--- config.mk ---
export PLATFORM = sky130hd
export DESIGN_NAME = serial_adder_ctrl
export DESIGN_NICKNAME = d
export VERILOG_FILES = /design/src/rtl/serial_adder_pkg.sv /design/src/rtl/full_adder_cell.sv /design/src/rtl/serial_adder_ctrl.sv
export SDC_FILE = /design/constraint.sdc
export NUM_CORES = 1
export LEC_CHECK = 0
export ABC_AREA = 0
export CORE_ASPECT_RATIO = 1.1
export CORE_MARGIN = 2
export CORE_UTILIZATION = 46
export CTS_BUF_LIST = sky130_fd_sc_hd__clkbuf_16
export DETAILED_ROUTE_END_ITERATION = 8
export HOLD_SLACK_MARGIN = 0.15
export PLACE_DENSITY_LB_ADDON = 0.3
export SYNTH_ARGS = -nofsm -noshare
export SYNTH_HDL_FRONTEND = slang
export SYNTH_HIERARCHICAL = 1
export SYNTH_SLANG_ARGS = --single-unit
--- constraint.sdc ---
create_clock -name clk -period 1.4 [get_ports clk]
set_clock_uncertainty 0.1 [all_clocks]
set_input_delay 0.28 -clock clk [delete_from_list [all_inputs] [get_ports clk]]
set_output_delay 0.28 -clock clk [all_outputs]
set_load 0.05 [all_outputs]
--- src/rtl/serial_adder_pkg.sv ---
// rtl/serial_adder_pkg.sv - state encoding shared by the bit-serial adder
package serial_adder_pkg;

   localparam int STATE_W = 2;

   typedef enum logic [STATE_W-1:0] {
      IDLE  = 2'b00,
      SHIFT = 2'b01,
      DONE  = 2'b10
   } state_t;

endpackage

--- src/rtl/full_adder_cell.sv ---
// rtl/full_adder_cell.sv - single combinational full-adder cell
module full_adder_cell (
   input  logic a,
   input  logic b,
   input  logic cin,
   output logic s,
   output logic cout
);

   assign s    = a ^ b ^ cin;
   assign cout = (a & b) | (a & cin) | (b & cin);

endmodule

--- src/rtl/serial_adder_ctrl.sv ---
// rtl/serial_adder_ctrl.sv - bit-serial adder, one bit pair per clock, LSB first
// Optional SERIAL_ADDER_SUB_EN adds a 'sub' input selecting a - b.
module serial_adder_ctrl
   import serial_adder_pkg::*;
#(
   parameter int WIDTH = 8
) (
   input  logic             clk,
   input  logic             rst_n,
   input  logic             start,
   input  logic [WIDTH-1:0] a,
   input  logic [WIDTH-1:0] b,
   input  logic             cin,
`ifdef SERIAL_ADDER_SUB_EN
   input  logic             sub,
`endif
   output logic             busy,
   output logic             done,
   output logic [WIDTH-1:0] sum,
   output logic             cout
);

   localparam int CNT_W = $clog2(WIDTH);

   state_t             r_state;
   state_t             w_next;
   logic [WIDTH-1:0]   r_a_sh;
   logic [WIDTH-1:0]   r_b_sh;
   logic [WIDTH-2:0]   r_sum_sh;
   logic [WIDTH-1:0]   r_sum;
   logic               r_cout;
   logic               r_carry;
   logic [CNT_W-1:0]   r_cnt;
   logic               w_s;
   logic               w_c;
   logic               w_last;
   logic [WIDTH-1:0]   w_sum_next;
   logic [WIDTH-1:0]   w_b_load;
   logic               w_carry_load;

   // Subtraction is a + ~b + 1, so only the load values differ.
`ifdef SERIAL_ADDER_SUB_EN
   assign w_b_load     = sub ? ~b : b;
   assign w_carry_load = sub ? 1'b1 : cin;
`else
   assign w_b_load     = b;
   assign w_carry_load = cin;
`endif

   full_adder_cell u_fa (
      .a    (r_a_sh[0]),
      .b    (r_b_sh[0]),
      .cin  (r_carry),
      .s    (w_s),
      .cout (w_c)
   );

   assign w_last     = (r_cnt == CNT_W'(WIDTH - 1));
   assign w_sum_next = {w_s, r_sum_sh};
   assign sum        = r_sum;
   assign cout       = r_cout;

   always_ff @(posedge clk) begin
      if (!rst_n) begin
         r_state  <= IDLE;
         r_a_sh   <= '0;
         r_b_sh   <= '0;
         r_sum_sh <= '0;
         r_sum    <= '0;
         r_cout   <= 1'b0;
         r_carry  <= 1'b0;
         r_cnt    <= '0;
      end else begin
         r_state <= w_next;
         case (r_state)
            IDLE: begin
               if (start) begin
                  r_a_sh  <= a;
                  r_b_sh  <= w_b_load;
                  r_carry <= w_carry_load;
                  r_cnt   <= '0;
               end
            end
            SHIFT: begin
               r_carry  <= w_c;
               r_a_sh   <= r_a_sh >> 1;
               r_b_sh   <= r_b_sh >> 1;
               r_sum_sh <= w_sum_next[WIDTH-1:1];
               r_cnt    <= r_cnt + CNT_W'(1);
               // The last bit goes straight into the result, which then holds until the next DONE.
               if (w_last) begin
                  r_sum  <= w_sum_next;
                  r_cout <= w_c;
               end
            end
            default: ;
         endcase
      end
   end

   always_comb begin
      w_next = r_state;
      busy   = 1'b0;
      done   = 1'b0;
      case (r_state)
         IDLE: begin
            if (start) w_next = SHIFT;
         end
         SHIFT: begin
            busy = 1'b1;
            if (w_last) w_next = DONE;
         end
         DONE: begin
            busy   = 1'b1;
            done   = 1'b1;
            w_next = IDLE;
         end
         default: w_next = IDLE;
      endcase
   end

endmodule

==> results of run 1 <==
## layout make-up
type                       instances  area [µm²]
multi-input combinational        117         957
inverter                           3        11.3
timing repair buffer              45         622
sequential                        38         763
fill                             275        1070
clock buffer                       5         125
tap                               50        62.6
clock inverter                     3        12.5
## metal layers
metal  routed length, µm  vias to the layer above  part of all wire, %  GRT usage, %
met4                  69                        0                  1.9          7.50
met5                   0                        -                    0             0
met3                 154                        7                  4.3          5.26
met1                1490                      646                   41          17.3
met2                1890                       36                   52          34.1
li1                    -                      676                    -             -
## worst max-delay path, stage by stage (launching register included)
cell and delay, ns:
dfxtp_2 0.35, inv_2 0.06, buf_6 0.12, ha_4 0.15, buf_12 0.14
## metrics by stage
| step | std cells | cell area (µm²) | setup TNS [ns] |
|---|---|---|---|
| 2_1_floorplan | 169 | 1760 | -1.05 |
| 3_3_place_gp | 246 | 2230 | -2.71 |
| 3_5_place_dp | 246 | 2230 | -3.68 |
| 4_1_cts | 259 | 2500 | -0.412 |
| 5_1_grt | 261 | 2550 | -2.21 |
| 6_report | 261 | 2550 | -0.722 |
## cells in the mapped netlist
cell type / count
dfxtp_1: 38
nand2_1: 28
mux2i_1: 23
o211a_1: 16
a21boi_1: 12
nor2b_1: 10
nand3_1: 9
ha_1: 5
buf_6: 4
clkbuf_1: 4
buf_2: 3
inv_1: 3
nand3b_1: 3
a21oi_1: 2
a32oi_1: 2
buf_4: 1
clkbuf_4: 1
fa_1: 1
mux2_4: 1
nand2b_1: 1
nor3b_1: 1
o21ai_1: 1
## worst max path at each step
| stage | endpoint | cells after the start | slack [ns] | start |
|---|---|---|---|---|
| after floorplan | r_b_sh[0]$_SDFFE_PN0P_ | 6 | -0.09 | r_state[1]$_SDFFE_PN0P_ |
| after detailed placement | r_b_sh[0]$_SDFFE_PN0P_ | 3 | -0.20 | start |
| after CTS | done | 4 | -0.05 | r_state[0]$_SDFFE_PN0P_ |
| after global placement | r_b_sh[0]$_SDFFE_PN0P_ | 3 | -0.16 | start |
| final | done | 4 | -0.07 | r_state[0]$_SDFFE_PN0P_ |
| after global routing | r_b_sh[6]$_SDFFE_PN0P_ | 6 | -0.11 | r_state[0]$_SDFFE_PN0P_ |
## kinds of logic after synthesis
family                     Yosys count  synth area share (%)
muxes                               24                  14.2
buffers and inverters               16                  5.89
AOI/OAI and AO/OA                   33                  16.4
DFF                                 38                  44.2
adders and majority gates            6                  4.80
and+or+nand+nor                     52                  14.5
## power by group
group	internal (mW)	total (mW)	leakage, nW	switching, mW
Sequential	1.15	1.19	0.311	0.0415
Clock	0.643	1.05	0.0724	0.406
Combinational	0.327	0.558	0.725	0.231
Total	2.12	2.80	1.11	0.678
## timing repair
action	in CTS	in global routing
resized for setup	14	6
gates cloned	3	1
pin swaps	6	7
setup buffers	3	1
endpoints found under the setup margin	21	38
## registers in the layout, indices dropped and copies added, names as in the netlist
register	count
r_a_sh	8
r_b_sh	8
sum	8
r_sum_sh	7
r_cnt	3
r_state	2
cout	1
r_carry	1
==> results.sh, run 1 <==
export IMPL_run_status="finished with violations"
export IMPL_violations="setup timing"
export IMPL_yosysSeqAreaShare_pct=44.2
export IMPL_setup_viol_count_final=27
export IMPL_fmax_mhz=678
export IMPL_final_common_cell="dfxtp_1"
export IMPL_synth_top_area_share_pct=44.2
export IMPL_cts_tree="built"
export IMPL_cts_path_max_buffers=2
export IMPL_antenna_found_initial=0
export IMPL_yosys_warnings=6
export IMPL_grt_pass1_vias=1304
export IMPL_whs_endpoint="r_a_sh[7]$_SDFFE_PN0P_"
export IMPL_cts_clk_slew_worst_paths_ns=0.05
export IMPL_initial_utilization_pct=47.5
export IMPL_worstHoldStart="r_a_sh[7]$_SDFFE_PN0P_"
export IMPL_drtPass1Iterations=4
export IMPL_yosysTopAreaCell="dfxtp_1"
export IMPL_dp_hpwl_mm=2.21
export IMPL_cts_sinks=38
export IMPL_leakage_nw=1.11
export IMPL_cp_max_fo=2
export IMPL_antenna_left=0
export IMPL_grt_overflow_total=0
export IMPL_gp_congestion=0.709
export IMPL_worst_ir_drop_vdd_v=0.000978
export IMPL_cts_max_level=2
export IMPL_fin_util_pct=70.4
export IMPL_core_rowCount=23
export IMPL_grt_pass1_wl_mm=5.73
export IMPL_die_x_um=62.3
export IMPL_r2r_slack_ns=-0.07
export IMPL_hold_class="reg -> reg"
export IMPL_vias=1365
export IMPL_grt_max_degree=39
export IMPL_rr_worst_depth=6
export IMPL_timing_rr_end="r_b_sh[0]$_SDFFE_PN0P_"
export IMPL_fin_nets=236
export IMPL_drt_iter0_markers=49
export IMPL_fin_crit_ns=1.47
export IMPL_layout_setup_ws_ns=-0.0739
export IMPL_timing_hold_ws_ns=0.364
export IMPL_total_power_mw=2.80
export IMPL_final_hold_viol_count=0
export IMPL_die_h_um=68.2
export IMPL_drive_above_1_share_pct=23.2
export IMPL_syn2layout_area_growth_pct=48.3
export IMPL_syn_area_um2=1720
export IMPL_clkLatencyLatePin_ns=0.28
export IMPL_core_um2=3630
export IMPL_syn_nets=195
export IMPL_ys_ff_latch=38
export IMPL_wl_mm=3.60
export IMPL_grtUsageTotal_pct=17.4
export IMPL_synth_cell_type_count=22
export IMPL_cp_arrival_ns=1.09
export IMPL_p_per_area_nw_per_um2=1100
export IMPL_post_place_ws_ns=-0.202
export IMPL_wl_per_cell_um=13.8
export IMPL_rsz0062_at_grt="true"
export IMPL_rr_startpoint="r_state[0]$_SDFFE_PN0P_"
export IMPL_max_cap_violations=0
export IMPL_netlist_top_cells_area="dfxtp_1 44%, mux2i_1 13%, o211a_1 9.3%"
export IMPL_crit_required_ns=1.02
export IMPL_path_class="reg -> out"
export IMPL_dieArea_um2=4250
export IMPL_drcViolationCount=0
export IMPL_n_antenna_cell=0
export IMPL_holdPathStages=2
export IMPL_ioPinCount=31
export IMPL_maxSlewViolCount=0
export IMPL_cts_root_buf="clkbuf_16"
export IMPL_cp_end_kind="output port"
export IMPL_worst_pin_slew_ns=0.226
export IMPL_max_slew_margin_pct=84.6
export IMPL_avgSynthCellArea_um2=10.2
export IMPL_viasPerCell=5.23
export IMPL_finalCritPeriodShare_pct=105
export IMPL_postCtsHoldBufs=0
export IMPL_io_buffers=30
export IMPL_syn_inst=169
export IMPL_numCtsBuffers=5
export IMPL_final_cell_mix="36 x dfxtp_1, 26 x nand2_1, 21 x mux2i_1"
export IMPL_start_kind="flip-flop"
Power figures use the tool's default switching activity.
==> inputs of run 2 (changes only) <==
Settings changed: SETUP_SLACK_MARGIN set to 0.4.
==> results.sh, run 2 (synthesis results as in run 1) <==
export IMPL_run_status="finished with violations"
export IMPL_violations="setup timing"
export IMPL_core_um2=3630
export IMPL_drtPass1Iterations=4
export IMPL_max_slew_margin_pct=84.0
export IMPL_ioPinCount=31
export IMPL_holdPathStages=2
export IMPL_wl_mm=4.26
export IMPL_worst_ir_drop_vdd_v=0.000834
export IMPL_maxSlewViolCount=0
export IMPL_drcViolationCount=0
export IMPL_drive_above_1_share_pct=32.1
export IMPL_vias=1420
export IMPL_fin_crit_ns=1.55
export IMPL_leakage_nw=1.17
export IMPL_n_antenna_cell=0
export IMPL_r2r_slack_ns=-0.15
export IMPL_dp_hpwl_mm=2.40
export IMPL_setup_viol_count_final=23
export IMPL_grt_pass1_wl_mm=6.35
export IMPL_cts_clk_slew_worst_paths_ns=0.06
export IMPL_layout_setup_ws_ns=-0.147
export IMPL_worst_pin_slew_ns=0.239
export IMPL_fin_nets=240
export IMPL_fmax_mhz=646
export IMPL_timing_hold_ws_ns=0.358
export IMPL_die_x_um=62.3
export IMPL_grt_max_degree=39
export IMPL_antenna_found_initial=0
export IMPL_cp_max_fo=8
export IMPL_viasPerCell=5.36
export IMPL_clkLatencyLatePin_ns=0.28
export IMPL_cts_tree="built"
export IMPL_antenna_left=0
export IMPL_numCtsBuffers=5
export IMPL_cp_arrival_ns=1.62
export IMPL_hold_class="reg -> reg"
export IMPL_io_buffers=30
export IMPL_grt_pass1_vias=1339
export IMPL_path_class="reg -> reg"
export IMPL_grt_overflow_total=0
export IMPL_finalCritPeriodShare_pct=111
export IMPL_final_hold_viol_count=0
export IMPL_final_cell_mix="27 x nand2_1, 27 x dfxtp_1, 22 x mux2i_1"
export IMPL_die_h_um=68.2
export IMPL_rsz0062_at_grt="true"
export IMPL_wl_per_cell_um=16.1
export IMPL_fill_cells=259
export IMPL_cts_path_max_buffers=2
export IMPL_start_kind="flip-flop"
export IMPL_crit_required_ns=1.47
export IMPL_cts_max_level=2
export IMPL_initial_utilization_pct=47.5
export IMPL_syn2layout_area_growth_pct=55.5
export IMPL_post_place_ws_ns=-0.227
export IMPL_cp_end_kind="flip-flop"
export IMPL_core_rowCount=23
export IMPL_gp_congestion=0.721
export IMPL_tns_ns=-2.33
export IMPL_grtUsageTotal_pct=19.9
export IMPL_drt_iter0_markers=46
export IMPL_p_per_area_nw_per_um2=1200
export IMPL_max_cap_violations=0
export IMPL_cts_root_buf="clkbuf_16"
export IMPL_cts_sinks=38
export IMPL_dieArea_um2=4250
export IMPL_rr_worst_depth=5
## run 2: cell types whose count changed in the layout (fill, tap and decap cells not counted), moves of 2 or more
cell       previous run  this run
dfxtp_1              36        27
dfxtp_2               2        11
buf_4                 5         9
a32oi_1               2         0
a32oi_2               0         2
bufinv_16             0         2
nand2_2               2         0
nand3_1               9         7
nand3_2               0         2
## run 2: routing by layer
layer,global-route usage (%),wire [µm],part of all wire [%]
met2,39.0,2340,55
met1,20.2,1660,39
met3,5.76,186,4.4
met5,0,0,0
met4,8.33,70,1.6
## run 2: through the flow
step / cell area (µm²) / power [mW] / utilization (%) / std cells
after floorplan: 1770 / 1.53 / - / 169
after global placement: 2230 / 1.63 / 61.6 / 245
after detailed placement: 2230 / 1.65 / 61.6 / 245
after CTS: 2580 / 3.17 / 71.3 / 260
after global routing: 2680 / 3.32 / 73.8 / 265
final: 2680 / 3.21 / 73.8 / 265
## run 2: power by group
part	total, mW	leakage [nW]	switching (mW)	internal (mW)
clock	1.44	0.0915	0.425	1.01
sequential	1.19	0.316	0.0417	1.15
combinational	0.578	0.765	0.257	0.321
## run 2: path summary, 6_finish.rpt
| path | end | startpoint |
|---|---|---|
| worst min-delay path | r_b_sh[7]$_SDFFE_PN0P_ | r_b_sh[7]$_SDFFE_PN0P_ |
| worst min register to register | r_b_sh[7]$_SDFFE_PN0P_ | r_b_sh[7]$_SDFFE_PN0P_ |
| worst max-delay path | r_a_sh[6]$_SDFFE_PN0P_ | r_state[0]$_SDFFE_PN0P_ |
| worst max register to register | r_a_sh[6]$_SDFFE_PN0P_ | r_state[0]$_SDFFE_PN0P_ |
## run 2: cell type report
| type | instances | area (µm²) | share of cell area (%) |
|---|---|---|---|
| multi-input cells | 118 | 1030 | 38.3 |
| flip-flops and latches | 38 | 774 | 28.9 |
| repair buffers | 48 | 612 | 22.9 |
| clock buffers | 5 | 125 | 4.67 |
| clock inverters | 3 | 63.8 | 2.38 |
| well taps | 50 | 62.6 | 2.34 |
| inverters | 3 | 13.8 | 0.514 |
## run 2: worst max-delay path, stage by stage, from the launching register on
cell	delay, ns
dfxtp_2	0.33
buf_6	0.12
ha_4	0.19
buf_6	0.14
mux2_4	0.33
o211a_1	0.24
## run 2: repair_timing
item,in CTS,in global routing
resized for setup,22,16
buffers inserted,3,5
hold buffers,0,0
gates cloned,4,0
pin swaps,2,7
setup endpoints to repair,49,49
